## src/rtl/peripheral_dsa_pkg.sv

```systemverilog
// Shared constants and FSM state encoding for the DSA modular exponentiator slice.
//   DATA_SIZE   : default operand/result width
//   dsa_state_e : exponentiator controller states
package peripheral_dsa_pkg;

    localparam int unsigned DATA_SIZE = 64;

    typedef enum logic [2:0] {
        IDLE  = 3'd0,
        INIT  = 3'd1,
        MUL   = 3'd2,
        SQR   = 3'd3,
        SHIFT = 3'd4,
        DONE  = 3'd5
    } dsa_state_e;

endpackage

```

## src/rtl/peripheral_dsa_modular_multiplier.sv

```systemverilog
// Serial modular multiplier: DATA_OUT = DATA_A_IN * DATA_B_IN mod MODULO.
// Interleaved MSB-first shift-add, one bit of DATA_B_IN per cycle.
// Ports:
//   CLK, RST   : clock, synchronous active-high reset
//   START      : 1-cycle request, operands sampled on the same edge (ignored while busy)
//   MODULO     : modulus M
//   DATA_A_IN  : addend operand x, must satisfy x < M
//   DATA_B_IN  : multiplier operand y, scanned MSB first
//   READY      : 1-cycle pulse, DATA_SIZE+1 cycles after START
//   DATA_OUT   : product, updated with READY
module peripheral_dsa_modular_multiplier #(
    parameter int unsigned DATA_SIZE = peripheral_dsa_pkg::DATA_SIZE
) (
    input  logic                 CLK,
    input  logic                 RST,
    input  logic                 START,
    input  logic [DATA_SIZE-1:0] MODULO,
    input  logic [DATA_SIZE-1:0] DATA_A_IN,
    input  logic [DATA_SIZE-1:0] DATA_B_IN,
    output logic                 READY,
    output logic [DATA_SIZE-1:0] DATA_OUT
);

    localparam int unsigned AW    = DATA_SIZE + 1;
    localparam int unsigned CNT_W = $clog2(DATA_SIZE + 1);

    logic                 busy_q, busy_d;
    logic [CNT_W-1:0]     cnt_q, cnt_d;
    logic [DATA_SIZE-1:0] acc_q, acc_d;
    logic [DATA_SIZE-1:0] x_q, x_d;
    logic [DATA_SIZE-1:0] y_q, y_d;
    logic [DATA_SIZE-1:0] m_q, m_d;
    logic                 ready_q, ready_d;
    logic [DATA_SIZE-1:0] data_out_q, data_out_d;

    logic [AW-1:0]        m_ext, acc_dbl, acc_r1, acc_add;
    logic [DATA_SIZE-1:0] acc_r2;

    // One reduction step; acc stays below M, so AW bits never overflow
    always_comb begin
        m_ext   = {1'b0, m_q};
        acc_dbl = {acc_q, 1'b0};
        acc_r1  = (acc_dbl >= m_ext) ? (acc_dbl - m_ext) : acc_dbl;
        acc_add = y_q[DATA_SIZE-1] ? (acc_r1 + {1'b0, x_q}) : acc_r1;
        acc_r2  = (acc_add >= m_ext) ? DATA_SIZE'(acc_add - m_ext) : DATA_SIZE'(acc_add);
    end

    // Next-state: load on START, then DATA_SIZE iteration cycles
    always_comb begin
        busy_d     = busy_q;
        cnt_d      = cnt_q;
        acc_d      = acc_q;
        x_d        = x_q;
        y_d        = y_q;
        m_d        = m_q;
        ready_d    = 1'b0;
        data_out_d = data_out_q;
        if (!busy_q) begin
            if (START) begin
                busy_d = 1'b1;
                cnt_d  = CNT_W'(DATA_SIZE);
                acc_d  = '0;
                x_d    = DATA_A_IN;
                y_d    = DATA_B_IN;
                m_d    = MODULO;
            end
        end else begin
            acc_d = acc_r2;
            y_d   = {y_q[DATA_SIZE-2:0], 1'b0};
            cnt_d = cnt_q - CNT_W'(1);
            if (cnt_q == CNT_W'(1)) begin
                busy_d     = 1'b0;
                ready_d    = 1'b1;
                data_out_d = acc_r2;
            end
        end
    end

    always_ff @(posedge CLK) begin
        if (RST) begin
            busy_q     <= 1'b0;
            cnt_q      <= '0;
            acc_q      <= '0;
            x_q        <= '0;
            y_q        <= '0;
            m_q        <= '0;
            ready_q    <= 1'b0;
            data_out_q <= '0;
        end else begin
            busy_q     <= busy_d;
            cnt_q      <= cnt_d;
            acc_q      <= acc_d;
            x_q        <= x_d;
            y_q        <= y_d;
            m_q        <= m_d;
            ready_q    <= ready_d;
            data_out_q <= data_out_d;
        end
    end

    assign READY    = ready_q;
    assign DATA_OUT = data_out_q;

endmodule

```

## src/rtl/peripheral_dsa_modular_exponentiator.sv

```systemverilog
// Modular exponentiation DATA_OUT = BASE_IN ^ EXPONENT_IN mod MODULO,
// right-to-left square-and-multiply over all DATA_SIZE exponent bits
// using a single shared serial modular multiplier.
// Ports:
//   CLK, RST     : clock, synchronous active-high reset (aborts a running op)
//   START        : 1-cycle request, accepted only in IDLE; operands latched then
//   MODULO       : modulus M
//   BASE_IN      : base B, B < M
//   EXPONENT_IN  : exponent E, unsigned
//   READY        : 1-cycle completion pulse
//   DATA_OUT     : result, valid from READY until the next result
module peripheral_dsa_modular_exponentiator #(
    parameter int unsigned DATA_SIZE = peripheral_dsa_pkg::DATA_SIZE
) (
    input  logic                 CLK,
    input  logic                 RST,
    input  logic                 START,
    input  logic [DATA_SIZE-1:0] MODULO,
    input  logic [DATA_SIZE-1:0] BASE_IN,
    input  logic [DATA_SIZE-1:0] EXPONENT_IN,
    output logic                 READY,
    output logic [DATA_SIZE-1:0] DATA_OUT
);

    import peripheral_dsa_pkg::*;

    localparam int unsigned CNT_W = $clog2(DATA_SIZE);

    dsa_state_e           state_q, state_d;
    logic [DATA_SIZE-1:0] m_q, m_d;
    logic [DATA_SIZE-1:0] b_q, b_d;
    logic [DATA_SIZE-1:0] e_q, e_d;
    logic [DATA_SIZE-1:0] res_q, res_d;
    logic [CNT_W-1:0]     bcnt_q, bcnt_d;
    logic                 issued_q, issued_d;
    logic                 ready_q, ready_d;
    logic [DATA_SIZE-1:0] data_out_q, data_out_d;

    logic                 mul_start_c;
    logic [DATA_SIZE-1:0] mul_a_c, mul_b_c;
    logic                 mul_ready;
    logic [DATA_SIZE-1:0] mul_out;

    // Controller: each MUL/SQR is issue, wait for multiplier, capture
    always_comb begin
        state_d     = state_q;
        m_d         = m_q;
        b_d         = b_q;
        e_d         = e_q;
        res_d       = res_q;
        bcnt_d      = bcnt_q;
        issued_d    = issued_q;
        mul_start_c = 1'b0;
        mul_a_c     = (state_q == MUL) ? res_q : b_q;
        mul_b_c     = b_q;
        case (state_q)
            IDLE: begin
                if (START) begin
                    m_d     = MODULO;
                    b_d     = BASE_IN;
                    e_d     = EXPONENT_IN;
                    state_d = INIT;
                end
            end
            INIT: begin
                // M of 0 or 1 forces a zero result through every product
                res_d   = (m_q <= DATA_SIZE'(1)) ? DATA_SIZE'(0) : DATA_SIZE'(1);
                bcnt_d  = '0;
                state_d = e_q[0] ? MUL : SQR;
            end
            MUL, SQR: begin
                if (!issued_q) begin
                    mul_start_c = 1'b1;
                    issued_d    = 1'b1;
                end else if (mul_ready) begin
                    issued_d = 1'b0;
                    if (state_q == MUL) begin
                        res_d   = mul_out;
                        state_d = SQR;
                    end else begin
                        b_d     = mul_out;
                        state_d = SHIFT;
                    end
                end
            end
            SHIFT: begin
                e_d    = e_q >> 1;
                bcnt_d = bcnt_q + CNT_W'(1);
                if (bcnt_q == CNT_W'(DATA_SIZE - 1)) begin
                    state_d = DONE;
                end else begin
                    state_d = e_q[1] ? MUL : SQR;
                end
            end
            DONE:    state_d = IDLE;
            default: state_d = IDLE;
        endcase
        // READY and DATA_OUT become visible together with the DONE state
        ready_d    = (state_d == DONE);
        data_out_d = (state_d == DONE) ? res_q : data_out_q;
    end

    always_ff @(posedge CLK) begin
        if (RST) begin
            state_q    <= IDLE;
            m_q        <= '0;
            b_q        <= '0;
            e_q        <= '0;
            res_q      <= '0;
            bcnt_q     <= '0;
            issued_q   <= 1'b0;
            ready_q    <= 1'b0;
            data_out_q <= '0;
        end else begin
            state_q    <= state_d;
            m_q        <= m_d;
            b_q        <= b_d;
            e_q        <= e_d;
            res_q      <= res_d;
            bcnt_q     <= bcnt_d;
            issued_q   <= issued_d;
            ready_q    <= ready_d;
            data_out_q <= data_out_d;
        end
    end

    peripheral_dsa_modular_multiplier #(
        .DATA_SIZE (DATA_SIZE)
    ) u_mul (
        .CLK       (CLK),
        .RST       (RST),
        .START     (mul_start_c),
        .MODULO    (m_q),
        .DATA_A_IN (mul_a_c),
        .DATA_B_IN (mul_b_c),
        .READY     (mul_ready),
        .DATA_OUT  (mul_out)
    );

    assign READY    = ready_q;
    assign DATA_OUT = data_out_q;

endmodule

```

## config.mk

```make
export PLATFORM = sky130hd
export DESIGN_NAME = peripheral_dsa_modular_exponentiator
export DESIGN_NICKNAME = d
export VERILOG_FILES = /design/src/rtl/peripheral_dsa_pkg.sv /design/src/rtl/peripheral_dsa_modular_multiplier.sv /design/src/rtl/peripheral_dsa_modular_exponentiator.sv
export SDC_FILE = /design/constraint.sdc
export NUM_CORES = 2
export LEC_CHECK = 0
export CAP_MARGIN = 20
export CORE_MARGIN = 8
export CORE_UTILIZATION = 45
export CTS_BUF_LIST = sky130_fd_sc_hd__clkbuf_8 sky130_fd_sc_hd__clkbuf_16
export CTS_CLUSTER_SIZE = 10
export DETAILED_ROUTE_END_ITERATION = 7
export PLACE_DENSITY = 0.72
export REMOVE_ABC_BUFFERS = 1
export SKIP_CTS_REPAIR_TIMING = 1
export SYNTH_ARGS = -nofsm -noshare
export SYNTH_HDL_FRONTEND = slang
export SYNTH_SLANG_ARGS = --single-unit
```

## constraint.sdc

```tcl
create_clock -name CLK -period 24.3 [get_ports CLK]
set_input_delay 2.43 -clock CLK [delete_from_list [all_inputs] [get_ports CLK]]
set_output_delay 2.43 -clock CLK [all_outputs]
set_load 0.1 [all_outputs]
```

**Word level (Yosys, flattened, before mapping)**

Index checks and enable logic that the tools add are counted.

- Register bits after elaboration: 660
- Latch bits: 0
- Memory bits (writable): 0
- Bits in read-only memories: 0
- Output and inout port bits: 65
- Word-level logic and storage cells: 93
- Memories kept: 0

- Add/subtract/negate cells: 5
- Multipliers: 0
- Divide/modulo/power cells: 0
- Magnitude comparators: 3
- Equality and inequality tests: 12
- Shift operators: 0
- Multiplexer cells: 39
- Bitwise logic cells: 1
- Reduce and logical (&&, ||, !) cells: 15

Operators with widths:

| cell | number |
|---|---|
| 64-bit two-way mux | 14 |
| 64-bit one-hot mux with 2 select lines | 3 |
| 65-bit by 64-bit >= comparator with 1-bit output | 2 |
| 65-bit two-way mux | 2 |
| 65-bit by 64-bit adder with 65-bit output | 1 |
| 65-bit by 64-bit subtractor with 65-bit output | 1 |
| 64-bit by 1-bit less-or-equal comparator with 1-bit output, second input constant | 1 |
| 64-bit subtractor | 1 |
| 3-bit two-way mux | 5 |
| 7-bit two-way mux | 2 |
| 3-bit one-hot mux with 4 select lines | 1 |
| 6-bit one-hot mux with 2 select lines | 1 |
| 1-bit two-way mux | 11 |
| 2-bit nonzero test | 5 |
| 2-bit != test, second input constant | 4 |
| 2-bit AND reduction | 4 |
| 7-bit by 1-bit equality test with 1-bit output, second input constant | 1 |
| 7-bit by 1-bit subtractor with 7-bit output, second input constant | 1 |
| 6-bit by 1-bit adder with 6-bit output, second input constant | 1 |
| 3-bit by 2-bit equality test with 1-bit output, second input constant | 2 |
| 3-bit equality test, second input constant | 2 |
| 6-bit equality test, second input constant | 1 |
| 2-bit OR reduction | 3 |
| 5-bit AND reduction | 1 |
| 5 further kinds | 5 |

**Longest topological paths before layout**

- Depth after elaboration: 7
- Gate-level depth with buffers: 41

**By module**

A second synthesis with hierarchy kept.

- Cells, all modules: 5,050
- Area total of the unflattened synthesis: 39,869.5 um^2

Modules (own cells, without submodules):

| module | instances | cells each | area each (um^2) | sequential area each (um^2) |
|---|---|---|---|---|
| peripheral_dsa_modular_multiplier | 1 | 3,525 | 26,232.7 | 6,586.3 |
| peripheral_dsa_modular_exponentiator | 1 | 1,525 | 13,636.8 | 6,626.4 |

**Worst setup path after synthesis**

No wires, ideal clock.

- Kind: flip-flop to flip-flop
- Start: register u_mul.m_q[34]
- End: register u_mul.data_out_q[36] (netlist: u_mul.DATA_OUT[36])
- Library setup time: 0.079 ns
- Data arrival time: 7.628 ns
- Data required time: 24.221 ns
- Path slack: 16.593 ns
- Stages on the path, launching flop included: 34
- Path buffers: 3
- Period minus slack after synthesis: 7.707 ns
- Cell sequence: dfxtp_1 inv_1 ha_1 buf_2 nand4_1 or4_4 or3_4 nor2_2 nor4_4 nand2_1 buf_2 mux2_2 ha_1 a21oi_1 o22ai_1 o311ai_1 o21ai_1 a41oi_1 nor4_1 o31ai_1 xnor2_1 mux2_2 ha_1 nand4_1 nor3_1 and3_1 a2111oi_0 o21ai_0 a31oi_1 o31a_1 nand3_2 buf_6 mux2_4 a211oi_2

- Word-level cells in the longest chain between the ends: 6
- Elaborated cells between the ends (all ways): 8
- Classes of those cells: add/sub: 3; order compare: 2; mux: 3

RTL lines:

| item | RTL line | text |
|---|---|---|
| from (decl) | peripheral_dsa_modular_multiplier.sv:32 | `logic [DATA_SIZE-1:0] m_q, m_d;` |
| from (signal assigned) | peripheral_dsa_modular_multiplier.sv:95 | `m_q <= m_d;` |
| 65-bit by 64-bit subtractor with 65-bit output / 65-bit by 64-bit >= comparator with 1-bit output (equally long branches) | peripheral_dsa_modular_multiplier.sv:43 | `acc_r1 = (acc_dbl >= m_ext) ? (acc_dbl - m_ext) : acc_dbl;` |
| 65-bit two-way mux | peripheral_dsa_modular_multiplier.sv:43 |  |
| 65-bit by 64-bit adder with 65-bit output | peripheral_dsa_modular_multiplier.sv:44 | `acc_add = y_q[DATA_SIZE-1] ? (acc_r1 + {1'b0, x_q}) : acc_r1;` |
| 65-bit two-way mux | peripheral_dsa_modular_multiplier.sv:44 |  |
| 64-bit subtractor / 65-bit by 64-bit >= comparator with 1-bit output (equally long branches) | peripheral_dsa_modular_multiplier.sv:45 | `acc_r2 = (acc_add >= m_ext) ? DATA_SIZE'(acc_add - m_ext) : DATA_SIZE'(acc_add);` |
| 64-bit two-way mux (*) | peripheral_dsa_modular_multiplier.sv:45 |  |
| to (signal assigned) | peripheral_dsa_modular_multiplier.sv:97 | `data_out_q <= data_out_d;` |
| to (decl) | peripheral_dsa_modular_multiplier.sv:34 | `logic [DATA_SIZE-1:0] data_out_q, data_out_d;` |

Every way passes the cells marked *; elsewhere a longest branch is shown, timed or not.
A chain may end at the register's enable or synchronous reset.

**Final worst setup path**

- Start: register u_mul.m_q[51]
- End: register u_mul.data_out_q[50] (netlist: u_mul.DATA_OUT[50])

- Word-level cells in the longest chain between the ends: 6
- Elaborated cells between the ends (all ways): 8
- Classes of those cells: add/sub: 3; order compare: 2; mux: 3

RTL lines:

| item | RTL line |
|---|---|
| 65-bit by 64-bit subtractor with 65-bit output / 65-bit by 64-bit >= comparator with 1-bit output (equally long branches) | peripheral_dsa_modular_multiplier.sv:43 |
| 65-bit two-way mux | peripheral_dsa_modular_multiplier.sv:43 |
| 65-bit by 64-bit adder with 65-bit output | peripheral_dsa_modular_multiplier.sv:44 |
| 65-bit two-way mux | peripheral_dsa_modular_multiplier.sv:44 |
| 65-bit by 64-bit >= comparator with 1-bit output / 64-bit subtractor (equally long branches) | peripheral_dsa_modular_multiplier.sv:45 |
| 64-bit two-way mux (*) | peripheral_dsa_modular_multiplier.sv:45 |

Marks and branches as above.

==> results.sh <==
export IMPL_status="complete, no violations"
export IMPL_start_util=0.451
export IMPL_finalNonFillerCells=6490
export IMPL_cts_buffer_depth=3
export IMPL_setup_viol=0
export IMPL_port_buffers=259
export IMPL_final_core_util=0.512
export IMPL_period_share=0.490
export IMPL_drv_cap=0
export IMPL_slew_viol_final=0
export IMPL_clk_pin_slew_ns=0.05
export IMPL_die_w_um=313
export IMPL_cts_tree="built"
export IMPL_core_area_sq_um=87800
export IMPL_yosysTopAreaCell="dfxtp_1"
export IMPL_finClkSkew_ns=0.0532
export IMPL_cts_made_buffers=81
export IMPL_track_usage=0.286
export IMPL_num_rows=109
export IMPL_syn_mean_instance_area_sq_um=7.48
export IMPL_cp_start_kind="flip-flop"
export IMPL_fmaxAchievable_mhz=83.9
export IMPL_crit_slowest_cell="a211oi_1"
export IMPL_synth_flop_cell="dfxtp_1"
export IMPL_hp_class="reg2reg"
export IMPL_viasPerCell=6.07
export IMPL_hold_viol=0
export IMPL_dp_cells=6373
export IMPL_synthArstFlopShare=0
export IMPL_fin_crit_ns=11.92
export IMPL_die_area_sq_um=97800
export IMPL_ys_top_cells_by_count="nand2_1, a21oi_1, dfxtp_1, nor2_1, o21ai_0"
export IMPL_clock_latency_ns=0.68
export IMPL_crit_required_ns=24.79
export IMPL_dp_hpwl_um=110000
export IMPL_post_drt_wl_per_cell_um=22.7
export IMPL_drt_pre_antenna_iters=6
export IMPL_drc=0
export IMPL_clock_root_buffer="clkbuf_16"
export IMPL_clkSinkCount=660
export IMPL_tightest_slew_ns=1.24
export IMPL_synth_seq_cells=660
export IMPL_syn_inst=5296
export IMPL_die_h_um=313
export IMPL_antenna_left=0
export IMPL_max_slew_margin_rel=0.162
export IMPL_worstPathArrival_ns=12.41
export IMPL_drt_initial_drc_count=3470
export IMPL_num_vias=39369
export IMPL_yosysWarnings=0
export IMPL_first_global_vias=37695
export IMPL_totalWireLength_um=147000
export IMPL_path_class="reg2reg"
export IMPL_rsz0062_at_grt="false"
export IMPL_nets=5684
export IMPL_synth_area_sq_um=39600
export IMPL_ys_seq_area_frac=0.333
export IMPL_synth_most_common_cell="nand2_1"
export IMPL_antenna_found_initial=3
export IMPL_io_pins=260
export IMPL_layout_drive_gt1_share=0.0588
export IMPL_synth_area_top_cells="dfxtp_1, nand2_1, a21oi_1, ha_1, o21ai_0"
export IMPL_fin_ws_ns=12.38
export IMPL_tns_ns=0
export IMPL_htreeDepth=3
export IMPL_grt_max_degree=163
export IMPL_synth_distinct_cells=102
export IMPL_synth_edf_count=0
export IMPL_grt_pass1_wl_um=226000
export IMPL_synth_top_area_frac=0.333
export IMPL_cp_max_fo=37
export IMPL_crit_path_end_kind="flip-flop"
export IMPL_gr_total_overflow=0
export IMPL_globalplace_congestion=1.03
export IMPL_syn2layout_area_growth_pct=13.5
export IMPL_pre_cts_ws_ns=12.56
export IMPL_critPathMaxStageDelay_ns=0.83
[worst max-delay path: cells and delay by family, from the launching register on]
| family | cells | cell delay, ns |
|---|---|---|
| compound gates | 12 | 3.32 |
| xor+xnor | 1 | 0.16 |
| fa+ha+maj | 3 | 1.39 |
| buf+inv | 4 | 1.53 |
| flops | 1 | 0.32 |
| mux | 3 | 1.18 |
| simple gates | 11 | 3.71 |
[placed cells by master, fill, tap and decap left out, types with 10 or more instances in the layout]
| cell | n |
|---|---|
| xor2_1 | 57 |
| nand2_1 | 1018 |
| nor2_1 | 380 |
| xnor2_1 | 109 |
| and2_1 | 19 |
| o21ai_0 | 360 |
| o211ai_1 | 29 |
| mux2_2 | 86 |
| nor2b_1 | 21 |
| a211o_1 | 14 |
| ha_1 | 195 |
| a21oi_1 | 712 |
| dfxtp_1 | 656 |
| a311oi_1 | 133 |
| buf_4 | 46 |
| a21o_1 | 95 |
| o21a_1 | 37 |
| nand2b_1 | 23 |
| or4_1 | 13 |
| nand3_1 | 141 |
| a211oi_1 | 48 |
| inv_1 | 138 |
| clkdlybuf4s50_1 | 258 |
| and4_1 | 10 |
| o21bai_1 | 28 |
| mux2i_1 | 69 |
| o31ai_1 | 24 |
| nor3_1 | 50 |
| a22oi_1 | 69 |
| nor4_1 | 31 |
| or3_1 | 14 |
| o22ai_1 | 10 |
| and3_1 | 31 |
| clkbuf_16 | 81 |
| a31oi_1 | 36 |
| a221oi_1 | 11 |
| nand4_1 | 58 |
[metal layers]
layer,GRT usage,vias up,routed length (um)
met5,0,-,13
met4,0.115,2,6340
met3,0.0419,313,9160
met2,0.483,1336,69900
met1,0.365,18863,61800
li1,-,18855,-
[stage by stage]
stage / hold slack (ns) / instance area [sq um]
detailed placement: 0.444 / 42600
finish: 0.450 / 45000
CTS: 0.451 / 45000
global route: 0.465 / 45000
global placement: 0.438 / 42600
floorplan: 0.426 / 38000
[final timing paths]
check / to / slack, ns / start / cells past startpoint
max: u_mul.DATA_OUT[50] / 12.38 / u_mul.m_q[51] / 34
min: e_q[12] / 0.45 / e_q[12] / 2
max reg2reg: u_mul.DATA_OUT[50] / 12.38 / u_mul.m_q[51] / 34
min reg2reg: e_q[12] / 0.45 / e_q[12] / 2
[layout make-up]
cell class,count,area (sq um)
clock buffers,90,2150
well taps,1165,1460
clock inverters,26,280
diodes,1,2.50
repair buffers,306,2960
fillers,8666,42800
multi-input cells,4113,24400
flip-flops and latches,660,13200
inverters,129,484
[cells by family (layout without fill, tap and decap cells)]
family                     Yosys count  in the layout  share of synthesized area
and+or+nand+nor                   1866           1866                      0.203
muxes                              156            156                     0.0422
other                                0              1                          0
buffers and inverters              523            551                     0.0528
DFF                                660            660                      0.333
xor gates and xnor gates           166            166                     0.0367
AOI/OAI and AO/OA                 1727           1727                      0.268
adders and majority gates          198            198                     0.0631
Power is not shown: default switching activity piles up to over one toggle a cycle in this logic, so the estimate is an artifact.
